===== config.mk =====
export PLATFORM = sky130hd
export DESIGN_NAME = if_fetch_unit
export DESIGN_NICKNAME = d
export VERILOG_FILES = /design/src/rtl/if_fetch_unit.sv
export SDC_FILE = /design/constraint.sdc
export NUM_CORES = 1
export LEC_CHECK = 0
export ABC_AREA = 0
export BUFFER_PORTS_ARGS = -buffer_cell sky130_fd_sc_hd__buf_2
export CAP_MARGIN = 20
export CELL_PAD_IN_SITES_DETAIL_PLACEMENT = 0
export CELL_PAD_IN_SITES_GLOBAL_PLACEMENT = 1
export CORE_UTILIZATION = 41
export DETAILED_ROUTE_END_ITERATION = 8
export PLACE_DENSITY_LB_ADDON = 0.1
export SYNTH_ARGS = -nofsm -noshare
export SYNTH_HDL_FRONTEND = slang
export SYNTH_SLANG_ARGS = --single-unit
export TNS_END_PERCENT = 20

===== constraint.sdc =====
create_clock -name clk_i -period 2.75 [get_ports clk_i]
set_input_delay 0.6875 -clock clk_i [delete_from_list [all_inputs] [get_ports clk_i]]
set_output_delay 0.6875 -clock clk_i [all_outputs]
set_load 0.005 [all_outputs]

===== src/rtl/if_fetch_unit.sv =====
// -----------------------------------------------------------------------------
// if_fetch_unit
//
// Instruction-fetch stage feeding the IF/ID pipeline register. Owns the
// program counter, runs a request/acknowledge handshake with a
// variable-latency instruction memory, presents each fetched word with its
// PC+4, and discards any in-flight fetch made stale by an ID-stage redirect.
//
// Ports
//   clk_i            clock, rising edge
//   rst_i            asynchronous active-low reset
//   start_i          fetch enable; no new request is issued while low
//   hd_i             hazard stall from ID; holds the presented instruction
//   stall_i          global pipeline stall; freezes PC and presented outputs
//   redirect_i       branch taken / jump from ID
//   redirect_addr_i  redirect target (bits [1:0] ignored)
//   imem_req_o       instruction-memory request (high in FETCH and DISCARD)
//   imem_addr_o      address of the outstanding request
//   imem_ack_i       one-cycle response pulse
//   imem_data_i      returned instruction word, valid with imem_ack_i
//   instr_o          instruction to IF/ID
//   addr_o           PC+4 of instr_o
//   fetch_stall_o    high while no valid instruction is presented
// -----------------------------------------------------------------------------
module if_fetch_unit #(
    parameter logic [31:0] RESET_PC = 32'h0000_0000
) (
    input  logic        clk_i,
    input  logic        rst_i,
    input  logic        start_i,
    input  logic        hd_i,
    input  logic        stall_i,
    input  logic        redirect_i,
    input  logic [31:0] redirect_addr_i,
    output logic        imem_req_o,
    output logic [31:0] imem_addr_o,
    input  logic        imem_ack_i,
    input  logic [31:0] imem_data_i,
    output logic [31:0] instr_o,
    output logic [31:0] addr_o,
    output logic        fetch_stall_o
);

    typedef enum logic [1:0] {
        S_IDLE,
        S_FETCH,
        S_DISCARD,
        S_READY
    } state_t;

    // The low PC bits are forced to zero even if the parameter is misaligned.
    localparam logic [31:0] RESET_PC_ALIGNED = {RESET_PC[31:2], 2'b00};

    state_t      r_state;
    logic [31:0] r_pc;
    logic [31:0] r_req_addr;
    logic        r_req;
    logic [31:0] r_instr;
    logic [31:0] r_addr;
    logic        r_fetch_stall;

    logic [31:0] w_target;
    logic [31:0] w_pc_plus4;
    logic [31:0] w_pc_redir;

    assign w_target   = {redirect_addr_i[31:2], 2'b00};
    assign w_pc_plus4 = r_pc + 32'd4;          // wraps naturally at 2^32
    assign w_pc_redir = redirect_i ? w_target : r_pc;

    assign imem_req_o    = r_req;
    assign imem_addr_o   = r_req_addr;
    assign instr_o       = r_instr;
    assign addr_o        = r_addr;
    assign fetch_stall_o = r_fetch_stall;

    // NOTE: every state register, including the presented instruction and
    // address, is reset because they drive module outputs with defined reset
    // values; there is no memory array here that could skip reset.
    always_ff @(posedge clk_i or negedge rst_i) begin
        if (!rst_i) begin
            r_state       <= S_IDLE;
            r_pc          <= RESET_PC_ALIGNED;
            r_req_addr    <= RESET_PC_ALIGNED;
            r_req         <= 1'b0;
            r_instr       <= 32'h0;
            r_addr        <= 32'h0;
            r_fetch_stall <= 1'b1;
        end else begin
            // NOTE: non-blocking assignments throughout, so every branch below
            // reads the pre-edge values of r_pc / r_state regardless of order.
            case (r_state)
                S_IDLE: begin
                    // A redirect while idle still retargets the next fetch.
                    r_pc <= w_pc_redir;
                    if (start_i) begin
                        r_state    <= S_FETCH;
                        r_req      <= 1'b1;
                        r_req_addr <= w_pc_redir;
                    end
                end

                S_FETCH: begin
                    if (imem_ack_i) begin
                        if (redirect_i) begin
                            // Returned word is on the wrong path: drop it and
                            // issue the target on the next cycle.
                            r_pc       <= w_target;
                            r_req_addr <= w_target;
                        end else begin
                            r_instr       <= imem_data_i;
                            r_addr        <= w_pc_plus4;
                            r_req         <= 1'b0;
                            r_fetch_stall <= 1'b0;
                            r_state       <= S_READY;
                        end
                    end else if (redirect_i) begin
                        // The old request must stay up with its old address
                        // until memory answers it.
                        r_pc    <= w_target;
                        r_state <= S_DISCARD;
                    end
                end

                S_DISCARD: begin
                    r_pc <= w_pc_redir;
                    if (imem_ack_i) begin
                        r_req_addr <= w_pc_redir;
                        r_state    <= S_FETCH;
                    end
                end

                S_READY: begin
                    if (stall_i) begin
                        // Frozen pipeline: ID re-asserts any redirect later.
                        r_state <= S_READY;
                    end else if (redirect_i) begin
                        r_pc          <= w_target;
                        r_req         <= 1'b1;
                        r_req_addr    <= w_target;
                        r_fetch_stall <= 1'b1;
                        r_state       <= S_FETCH;
                    end else if (hd_i) begin
                        r_state <= S_READY;
                    end else begin
                        r_pc          <= w_pc_plus4;
                        r_fetch_stall <= 1'b1;
                        if (start_i) begin
                            r_req      <= 1'b1;
                            r_req_addr <= w_pc_plus4;
                            r_state    <= S_FETCH;
                        end else begin
                            r_state <= S_IDLE;
                        end
                    end
                end

                default: begin
                    r_state       <= S_IDLE;
                    r_req         <= 1'b0;
                    r_fetch_stall <= 1'b1;
                end
            endcase
        end
    end

`ifndef SYNTHESIS
    // Request line must track the states that own an outstanding request.
    a_req_state : assert property (@(posedge clk_i) disable iff (!rst_i)
        imem_req_o == (r_state == S_FETCH || r_state == S_DISCARD));

    // Valid instruction is presented exactly in READY.
    a_stall_state : assert property (@(posedge clk_i) disable iff (!rst_i)
        fetch_stall_o == (r_state != S_READY));

    a_pc_aligned : assert property (@(posedge clk_i) disable iff (!rst_i)
        r_pc[1:0] == 2'b00);
`endif

endmodule


==> flow_metrics.py <==
metrics = {
    "floorplanning": {
        "rows": 48,
        "core_mm2": 0.0174,
        "num_io_pins": 169,
        "initial_utilization_pct": 42.0,
        "fp.dieW_um": 135,
        "die_h_um": 135,
        "die_area_mm2": 0.0183,
    },
    "routing": {
        "wl_per_cell_um": 18.6,
        "drtAntennaViolNets": 0,
        "via_per_inst": 5.76,
        "drt_first_pass_iters": 5,
        "remaining_drc_errors": 0,
        "highest_layer": "met4",
        "met1_length_mm": 9.77,
        "vias": 6876,
        "routed_wl_mm": 22.2,
        "first_iter_violations": 492,
        "wl_met3_mm": 1.44,
        "dr_wl_met2_mm": 10.5,
    },
    "synth": {
        "synth_flop_cell": "dfrtp_1",
        "yosys_warnings": 0,
        "synth-seq-area-share_pct": 45.3,
        "synth_cells": 803,
        "ys_ff_latch": 132,
        "netlist_area_mm2": 0.00730,
        "synth_nets": 879,
        "async_flop_share_pct": 100,
        "avgSynthCellArea_um2": 9.09,
        "synth.distinct_cells": 69,
        "synth_edf_count": 0,
    },
    "setup_path": {
        "path_class": "reg2reg",
        "r2r_slack_ns": 0.32,
        "cp_max_fo": 7,
        "crit_path_end": "imem_addr_o[28]$_DFFE_PN0P_",
        "ff2ff_path_depth": 6,
        "cp.arrival_ns": 2.78,
        "cp-end-kind": "register",
        "start_kind": "register",
        "cp.depth": 6,
        "cpMaxStageDelayCell": "or4_1",
        "setup.worst_path.start": "r_pc[3]$_DFFE_PN0P_",
        "crit_family": "simple AND/OR/NAND/NOR gates",
        "crit_required_ns": 3.10,
        "cp_cell_sequence": "ha_1 > nand4_2 > or4_1 > nor4_1 > o21ai_1 > a31oi_1",
        "cp_num_buf_inv": 0,
        "reg2reg_from": "r_pc[3]$_DFFE_PN0P_",
        "r2r_end": "imem_addr_o[28]$_DFFE_PN0P_",
        "critical_path.max_stage_delay_ns": 0.69,
    },
    "global_routing": {
        "grt_use_total_pct": 25.0,
        "antenna_found_initial": 0,
        "grt_max_degree": 73,
        "grt_overflow": 0,
        "grt_pass1_wl_mm": 35.1,
        "first_global_vias": 6559,
    },
    "placed_design": {
        "pre_cts_slack_ns": 0.341,
        "dp_hpwl_mm": 15.8,
        "portBuffers": 166,
        "routabilityCongestion": 0.888,
    },
    "timing": {
        "worst_pin_slew_ns": 0.874,
        "fin_skew_ns": 0.00946,
        "finalSetupViolCount": 0,
        "drv_slew": 0,
        "hold_viol": 0,
        "fmax_mhz": 412,
        "rsz0062_at_grt": "false",
        "period_needed_ns": 2.43,
        "tns_ns": 0,
        "setup_ws_ns": 0.323,
        "maxSlewHeadroom_pct": 41.7,
        "fin_hold_ws_ns": 0.171,
        "timing.final.crit_share_pct": 88.3,
    },
    "finish": {
        "diodes": 0,
        "mostFrequentLayoutCells": "buf_2 (165), dfrtp_1 (131), nand2_1 (82)",
        "final-seq-area_mm2": 0.00330,
        "finish.net_count": 1031,
        "syn_to_final_growth_pct": 24.1,
        "n_fill_cell": 1676,
        "layout-drive-gt1-share_pct": 30.2,
        "multi_input_comb_area_mm2": 0.00363,
        "final_common_cell": "buf_2",
    },
    "clocking": {
        "hold_buffers": 0,
        "cts_buffers": 17,
        "post_cts_buffers": 0,
        "clk-insertion-delay-late_ns": 0.43,
        "cts_tree": "done",
        "cts-root-buf": "clkbuf_16",
        "path_clk_slew_ns": 0.06,
        "cts-resized-gates": 0,
        "clock-sinks": 132,
        "htreeDepth": 4,
        "clk_path_buf_depth": 2,
    },
    "worst_hold_path": {
        "holdCritPathClass": "in2async",
    },
    "pwr": {
        "p_per_area_mw_per_mm2": 1120,
        "p_leak_nw": 4.03,
        "ir_drop_mv": 0.558,
        "finalPower_w": 0.0102,
    },
    "job": {
        "max_cap_viol_count": 0,
    },
    "outcome": {
        "status": "finished clean",
    },
}
## cells by family after synthesis
kind of cell / count (synthesis) / share of synthesized area [%]
flip-flops: 132 / 45.3
buffers and inverters: 94 / 5.21
XOR/XNOR: 26 / 3.12
AO/OA/AOI/OAI: 227 / 19.5
AND/OR/NAND/NOR: 273 / 19.0
adder cells (fa/ha/maj): 5 / 0.857
multiplexers: 46 / 6.98
## worst min-delay path by stage
stage / startpoint / end / slack [ns] / cells past startpoint
after floorplan: rst_i / addr_o[0]$_DFFE_PN0P_ / 0.39 / 0
after detailed placement: fetch_stall_o$_DFFE_PN1P_ / fetch_stall_o$_DFFE_PN1P_ / 0.46 / 2
after global routing: rst_i / imem_addr_o[20]$_DFFE_PN0P_ / 0.21 / 1
after global placement: imem_addr_o[1]$_DFFE_PN0P_ / imem_addr_o[1]$_DFFE_PN0P_ / 0.45 / 2
after CTS: rst_i / addr_o[22]$_DFFE_PN0P_ / 0.18 / 1
final: rst_i / instr_o[15]$_DFFE_PN0P_ / 0.17 / 1
## final cells by class
cell class,count,share of cell area [%]
Inverter,16,0.663
Sequential cell,132,36.5
Clock inverter,13,1.35
Multi-Input combinational cell,577,40.1
Clock buffer,19,4.89
Timing Repair Buffer,211,13.4
Tap cell,225,3.11
## cells in the mapped netlist, types with 3 or more instances
| master | count | share of area (%) |
|---|---|---|
| xor2_1 | 9 | 1.1 |
| o22a_1 | 4 | 0.48 |
| ha_1 | 5 | 0.86 |
| buf_2 | 15 | 1.0 |
| a21oi_1 | 59 | 4.0 |
| a31oi_1 | 18 | 1.5 |
| nor3_1 | 15 | 1.0 |
| nor4b_1 | 5 | 0.60 |
| o21a_1 | 3 | 0.31 |
| xnor2_1 | 17 | 2.0 |
| nand4_2 | 4 | 0.69 |
| and3_1 | 13 | 1.1 |
| a221o_1 | 3 | 0.41 |
| nor2b_1 | 5 | 0.43 |
| nor2_1 | 65 | 3.3 |
| nand3_1 | 26 | 1.8 |
| nand2_1 | 82 | 4.2 |
| and2_1 | 6 | 0.51 |
| nand2b_1 | 3 | 0.26 |
| o21ai_0 | 63 | 4.3 |
| a22oi_1 | 12 | 1.2 |
| o221ai_1 | 3 | 0.36 |
| o22ai_1 | 9 | 0.77 |
| or3_1 | 8 | 0.69 |
| nor4_1 | 13 | 1.1 |
| mux2_2 | 37 | 5.7 |
| o211ai_1 | 7 | 0.72 |
| clkbuf_1 | 54 | 2.8 |
| o21ai_1 | 4 | 0.27 |
| mux2i_1 | 7 | 0.96 |
| a32oi_1 | 9 | 1.1 |
| and4_1 | 5 | 0.60 |
| a211oi_1 | 5 | 0.51 |
| nand4_1 | 13 | 1.1 |
| buf_1 | 6 | 0.31 |
| inv_1 | 15 | 0.77 |
| dfrtp_1 | 131 | 45 |
| o311a_1 | 3 | 0.41 |
## sequential cells by signal (all words and copies together) (netlist names)
| name | cells |
|---|---|
| r_pc | 32 |
| fetch_stall_o | 1 |
| instr_o | 32 |
| imem_addr_o | 32 |
| imem_req_o | 1 |
| addr_o | 32 |
| r_state | 2 |
## layer usage
layer / vias up / GRT usage (%)
met1: 3370 / 34.1
met2: 246 / 39.3
met4: 0 / 10.6
met5: - / 0
li1: 3225 / -
met3: 35 / 4.26
## power breakdown
part / internal, W / total, W / leakage, nW / switching (W)
logic: 0.00192 / 0.00438 / 2.19 / 0.00246
registers: 0.00283 / 0.00359 / 1.58 / 0.000767
clock network: 0.00128 / 0.00220 / 0.267 / 0.000923
total: 0.00602 / 0.0102 / 4.03 / 0.00415
## per-stage QoR
step	area, um^2	util, %	instances
6_report	9060	52.2	1193
4_1_cts	9060	52.2	1193
5_1_grt	9060	52.2	1193
2_1_floorplan	7300	-	803
3_5_place_dp	8490	48.9	1161
3_3_place_gp	8490	48.9	1161
Power figures use the tool's default switching activity.
